==> src/rtl/ethpipe_rx_slot_sched.sv <==
// ethpipe_rx_slot_sched: round-robin RX slot allocator for two ports, with an in-order ready FIFO toward the host.
// Define RX_SLOT_IRQ_EN to add the irq/irq_ack interrupt pair.
module ethpipe_rx_slot_sched #(
    parameter int NSLOT  = 4,
    parameter int SLOT_W = 2,
    parameter int LEN_W  = 12
) (
    input  logic              clk_125,
    input  logic              sys_rst_n,
    input  logic              p0_req,
    output logic              p0_gnt,
    output logic [SLOT_W-1:0] p0_slot,
    output logic              p0_busy,
    input  logic              p0_done,
    input  logic [LEN_W-1:0]  p0_len,
    input  logic              p1_req,
    output logic              p1_gnt,
    output logic [SLOT_W-1:0] p1_slot,
    output logic              p1_busy,
    input  logic              p1_done,
    input  logic [LEN_W-1:0]  p1_len,
    output logic              host_rdy,
    output logic [SLOT_W-1:0] host_slot,
    output logic              host_port,
    output logic [LEN_W-1:0]  host_len,
    input  logic              host_pop,
    input  logic              host_rel,
    input  logic [SLOT_W-1:0] host_rel_slot,
    output logic [SLOT_W:0]   free_cnt,
    output logic              err
`ifdef RX_SLOT_IRQ_EN
    ,
    output logic              irq,
    input  logic              irq_ack
`endif
);

    typedef enum logic [2:0] {
        ST_FREE,
        ST_FILL0,
        ST_FILL1,
        ST_READY,
        ST_HOST
    } slot_state_t;

    slot_state_t       slot_st   [NSLOT];
    logic [SLOT_W-1:0] fifo_slot [NSLOT];
    logic              fifo_port [NSLOT];
    logic [LEN_W-1:0]  fifo_len  [NSLOT];
    logic [SLOT_W-1:0] rd_ptr;
    logic [SLOT_W-1:0] wr_ptr;
    logic [SLOT_W:0]   fifo_cnt;
    logic              rr_sel;

    logic              free_any;
    logic [SLOT_W-1:0] free_idx;
    logic [SLOT_W:0]   n_free;
    logic              elig0;
    logic              elig1;
    logic              gnt0_nxt;
    logic              gnt1_nxt;
    logic              push0;
    logic              push1;
    logic              pop_ok;
    logic              rel_ok;
    logic              bad_req;
    logic [SLOT_W-1:0] wr_ptr_p1;
    logic [SLOT_W-1:0] wr_ptr_p2;
    logic [SLOT_W:0]   fifo_cnt_nxt;

    function automatic logic [SLOT_W-1:0] ptr_inc(input logic [SLOT_W-1:0] p);
        return (p == SLOT_W'(NSLOT - 1)) ? '0 : p + SLOT_W'(1);
    endfunction

    // Lowest-index free slot, free count and release legality all come from the current state vector.
    always_comb begin
        free_any = 1'b0;
        free_idx = '0;
        n_free   = '0;
        rel_ok   = 1'b0;
        for (int i = 0; i < NSLOT; i++) begin
            if (slot_st[i] == ST_FREE) begin
                n_free = n_free + (SLOT_W+1)'(1);
                if (!free_any) begin
                    free_any = 1'b1;
                    free_idx = SLOT_W'(i);
                end
            end
            if (host_rel && (host_rel_slot == SLOT_W'(i)) && (slot_st[i] == ST_HOST))
                rel_ok = 1'b1;
        end
    end

    // rr_sel=1 means port1 wins a tie; a lone eligible port always wins.
    always_comb begin
        elig0        = p0_req && !p0_busy && free_any;
        elig1        = p1_req && !p1_busy && free_any;
        gnt0_nxt     = elig0 && (!elig1 || !rr_sel);
        gnt1_nxt     = elig1 && !gnt0_nxt;
        push0        = p0_done && p0_busy;
        push1        = p1_done && p1_busy;
        pop_ok       = host_pop && (fifo_cnt != '0);
        bad_req      = (p0_done && !p0_busy) || (p1_done && !p1_busy) ||
                       (host_pop && (fifo_cnt == '0)) || (host_rel && !rel_ok);
        wr_ptr_p1    = ptr_inc(wr_ptr);
        wr_ptr_p2    = ptr_inc(wr_ptr_p1);
        fifo_cnt_nxt = fifo_cnt + (SLOT_W+1)'(push0) + (SLOT_W+1)'(push1) - (SLOT_W+1)'(pop_ok);
    end

    // Grant, done, pop and release each touch a slot in a distinct state, so their writes never collide.
    always_ff @(posedge clk_125 or negedge sys_rst_n) begin
        if (!sys_rst_n) begin
            for (int i = 0; i < NSLOT; i++) begin
                slot_st[i]   <= ST_FREE;
                fifo_slot[i] <= '0;
                fifo_port[i] <= 1'b0;
                fifo_len[i]  <= '0;
            end
            rd_ptr   <= '0;
            wr_ptr   <= '0;
            fifo_cnt <= '0;
            rr_sel   <= 1'b0;
            p0_gnt   <= 1'b0;
            p1_gnt   <= 1'b0;
            p0_busy  <= 1'b0;
            p1_busy  <= 1'b0;
            p0_slot  <= '0;
            p1_slot  <= '0;
            err      <= 1'b0;
        end else begin
            p0_gnt <= gnt0_nxt;
            p1_gnt <= gnt1_nxt;
            if (gnt0_nxt) begin
                p0_busy           <= 1'b1;
                p0_slot           <= free_idx;
                slot_st[free_idx] <= ST_FILL0;
                rr_sel            <= 1'b1;
            end else if (gnt1_nxt) begin
                p1_busy           <= 1'b1;
                p1_slot           <= free_idx;
                slot_st[free_idx] <= ST_FILL1;
                rr_sel            <= 1'b0;
            end
            if (push0) begin
                slot_st[p0_slot]  <= ST_READY;
                p0_busy           <= 1'b0;
                fifo_slot[wr_ptr] <= p0_slot;
                fifo_port[wr_ptr] <= 1'b0;
                fifo_len[wr_ptr]  <= p0_len;
            end
            if (push1) begin
                slot_st[p1_slot] <= ST_READY;
                p1_busy          <= 1'b0;
                fifo_slot[push0 ? wr_ptr_p1 : wr_ptr] <= p1_slot;
                fifo_port[push0 ? wr_ptr_p1 : wr_ptr] <= 1'b1;
                fifo_len[push0 ? wr_ptr_p1 : wr_ptr]  <= p1_len;
            end
            if (push0 && push1)
                wr_ptr <= wr_ptr_p2;
            else if (push0 || push1)
                wr_ptr <= wr_ptr_p1;
            if (pop_ok) begin
                slot_st[fifo_slot[rd_ptr]] <= ST_HOST;
                rd_ptr                     <= ptr_inc(rd_ptr);
            end
            if (rel_ok)
                slot_st[host_rel_slot] <= ST_FREE;
            fifo_cnt <= fifo_cnt_nxt;
            if (bad_req)
                err <= 1'b1;
        end
    end

    assign host_rdy  = (fifo_cnt != '0);
    assign host_slot = host_rdy ? fifo_slot[rd_ptr] : '0;
    assign host_port = host_rdy ? fifo_port[rd_ptr] : 1'b0;
    assign host_len  = host_rdy ? fifo_len[rd_ptr]  : '0;
    assign free_cnt  = n_free;

`ifdef RX_SLOT_IRQ_EN
    // A push in the same cycle as the acknowledge keeps the interrupt asserted.
    always_ff @(posedge clk_125 or negedge sys_rst_n) begin
        if (!sys_rst_n)
            irq <= 1'b0;
        else if (push0 || push1)
            irq <= 1'b1;
        else if (irq_ack)
            irq <= 1'b0;
    end
`endif

endmodule

==> config.mk <==
export PLATFORM = sky130hd
export DESIGN_NAME = ethpipe_rx_slot_sched
export DESIGN_NICKNAME = d
export VERILOG_FILES = /design/src/rtl/ethpipe_rx_slot_sched.sv
export SDC_FILE = /design/constraint.sdc
export NUM_CORES = 1
export LEC_CHECK = 0
export ABC_AREA = 1
export CAP_MARGIN = 20
export CORE_AREA = 3 3 97 99
export CTS_CLUSTER_DIAMETER = 60
export DETAILED_ROUTE_END_ITERATION = 16
export DIE_AREA = 0 0 100 102
export GPL_ROUTABILITY_DRIVEN = 0
export HOLD_SLACK_MARGIN = 0.1
export PLACE_DENSITY = 0.95
export SLEW_MARGIN = 30
export SYNTH_ARGS = -nofsm -noshare
export SYNTH_HDL_FRONTEND = slang
export SYNTH_SLANG_ARGS = --single-unit
==> constraint.sdc <==
create_clock -name clk_125 -period 7.2 [get_ports clk_125]
set_input_delay 0.72 -clock clk_125 [delete_from_list [all_inputs] [get_ports clk_125]]
set_output_delay 0.72 -clock clk_125 [all_outputs]
set_load 0.005 [all_outputs]
==> results.tsv <==
stage	metric	value	unit
setup_path	path_cells	nor2_1 > inv_1 > nor2_1 > inv_1 > ha_1 > or2_2 > nand2_1 > inv_1 > ha_1 > nand2_1 > xnor2_1 > clkdlybuf4s50_1	
global_route	grt_first_pass_wirelength	22700	um
timing	setup_viol	0	
timing	hold_violations	0	
placed_design	dpl.hpwl	8790	um
timing	min_period	3740	ps
floorplanning	core_area	8640	um2
yosys	syn_area	5230	um2
floorplanning	fp.dieArea	10200	um2
timing	tightest_slew	988	ps
routing	wl_met1	5290	um
timing	slew_headroom	0.340	
yosys	synth_flop_cell	dfrtp_1	
layout	seqCellArea	2230	um2
power_and_ir_drop	leakage	2.89	nW
power_and_ir_drop	peakVddDrop	261	uV
floorplanning	rows	34	
placed_design	place_ws	3770	ps
yosys	yosysWarnings	0	
clocking	cts_sinks	89	
clocking	cts_buffer_depth	2	
yosys	synth_nets	755	
routing	drc	0	
yosys	synth.distinct_cells	37	
routing	drt_pass1_iterations	5	
setup_path	critPathTopFamily	simple AND/OR/NAND/NOR gates	
yosys	syn_inst	708	
timing	min_period_over_period	0.520	
yosys	async_reset_ff_frac	1.00	
setup_path	path_buf_inv	4	
clocking	holdBufCountCts	0	
layout	multi_input_area	2490	um2
yosys	ys_ff_latch	89	
setup_path	cp.arrival	3020	ps
global_route	first_global_vias	5049	
floorplanning	die_h	102	um
clocking	cts_tree	built	
setup_path	cpMostUsedCell	inv_1	
routing	maxUsedRoutingLayer	met4	
min_path	min_path_type	in2async	
floorplanning	io_pins	62	
setup_path	max_stage_delay	540	ps
layout	syn_to_final_growth	13.9	%
routing	drt-total-wl	13400	um
power_and_ir_drop	pwr_density_cell	463	nW/um2
timing	fmax	267	MHz
clocking	htree_levels	3	
setup_path	required	6480	ps
routing	ant_nets	0	
routing	wl_met2	6590	um
floorplanning	die_x	100	um
yosys	synth_edf_count	0	
layout	nNetsFinal	793	
clocking	cts-root-buf	clkbuf_8	
timing	fin_setup_tns	0	ps
clocking	post-cts-setup-buffer-count	0	
layout	n_fill_cell	654	
setup_path	path_class	reg2out	
setup_path	worstSetupStartpointType	flop	
layout	antenna_cells	0	
timing	worst_slack	3460	ps
placed_design	portBuffers	61	
routing	viasPerCell	5.87	
setup_path	critPathMaxFanout	3	
yosys	yosysSeqAreaShare	0.426	
global_route	grt_overflow	0	
timing	drv_slew	0	
setup_path	endpoint_kind	output port	
layout	drive_gt1_frac	0.0626	
yosys	syn_avg_cell_area	7.38	um2
routing	wl_met3	1130	um
setup_path	crit_slowest_cell	clkdlybuf4s50_1	
global_route	groute.usage.overall	0.278	
routing	drtIter0Drc	566	
flow_run	maxCapViolations	0	
timing	rsz0062_at_grt	false	
global_route	grt_start_max_net_pins	90	
routing	vias	5043	
clocking	clk_latency	380	ps
floorplanning	initial_utilization	0.605	
clocking	path_clk_slew	90	ps
status	status	complete, no violations	
timing	finClkSkew	7.55	ps
clocking	cts_buffers	9	
routing	routedWlPerCell	15.6	um
global_route	antenna_found_initial	0	
clocking	ctsResizeCount	0	
[worst register-to-register path, stage by stage (launching register included)]
cell and delay (ps):
dfrtp_1 440, nor3_4 790, nor2_1 380, ha_1 400, inv_1 50, fa_1 370, fa_1 380, xnor2_1 170
xor2_1 150
[report_power, final]
group          leakage (nW)  internal (W)  switching, W
sequential             1.11      0.000733      0.000199
clock                0.0982      0.000162      0.000190
combinational          1.68      0.000629      0.000844
total                  2.89       0.00152       0.00123
[state kept, by name, summed over array words and instances (netlist names), 2 cells and up]
name	count
fifo_port	4
p1_slot	2
p0_slot	2
fifo_cnt	3
slot_st	12
fifo_slot	8
rd_ptr	2
fifo_len	48
wr_ptr	2
[worst paths after layout]
check,startpoint,endpoint,slack [ps],depth (start not counted)
setup reg to reg,fifo_cnt[1],fifo_cnt[2],3990,8
hold reg to reg,fifo_port[0],fifo_port[0],490,2
max in group asynchronous,sys_rst_n,rd_ptr[0],6240,1
setup / recovery,slot_st[10],free_cnt[2],3460,12
hold / removal,sys_rst_n,fifo_len[28],360,1
min in group clk_125,fifo_port[0],fifo_port[0],490,2
[placed cells by master, fill, tap and decap left out, types with 6 or more instances in the layout]
cell / n
nor2_1: 79
nand2_1: 181
a21oi_1: 24
clkdlybuf4s50_1: 60
ha_1: 11
clkbuf_8: 9
o21ai_2: 14
o21ai_0: 132
nand2_2: 6
nand3_1: 12
inv_1: 76
o21ai_1: 12
dfrtp_1: 88
[through the flow]
step	total power, W	instance area, um2	utilization	hold WS, ps	std cells
global placement	0.00227	5740	0.665	466	843
detailed placement	0.00236	5750	0.666	472	843
CTS	0.00273	5950	0.689	435	859
finish	0.00276	5950	0.689	362	859
floorplan	0.00186	5230	-	424	708
global route	0.00300	5950	0.689	455	859
[routing by layer]
| metal | track usage | up-vias |
|---|---|---|
| met2 | 0.485 | 326 |
| li1 | - | 2353 |
| met4 | 0.125 | 0 |
| met3 | 0.0539 | 55 |
| met1 | 0.337 | 2309 |
| met5 | 0 | - |
[cells in the mapped netlist, types with 8 or more instances]
master | number | area share
ha_1 | 11 | 0.026
nand3_1 | 12 | 0.011
clkbuf_1 | 13 | 0.0093
buf_6 | 8 | 0.017
a21oi_1 | 24 | 0.023
o21ai_1 | 12 | 0.011
inv_1 | 76 | 0.055
dfrtp_1 | 89 | 0.43
buf_2 | 9 | 0.0086
o21ai_2 | 14 | 0.023
nand2_1 | 185 | 0.13
o21ai_0 | 132 | 0.13
nor2_1 | 79 | 0.057
[logic make-up after synthesis]
| logic type | count (synthesis) | share of synthesized area |
|---|---|---|
| compound gates | 199 | 0.208 |
| xor+xnor | 5 | 0.00838 |
| fa+ha+maj | 13 | 0.0340 |
| buf+inv | 112 | 0.0994 |
| flops | 89 | 0.426 |
| simple gates | 290 | 0.224 |
[layout make-up]
| type | instances | area share |
|---|---|---|
| Multi-Input combinational cell | 507 | 0.418 |
| Clock inverter | 6 | 0.0113 |
| Inverter | 78 | 0.0492 |
| Clock buffer | 10 | 0.0214 |
| Sequential cell | 89 | 0.374 |
| Tap cell | 108 | 0.0227 |
| Timing Repair Buffer | 61 | 0.103 |
(Power assumes the default switching activity.)
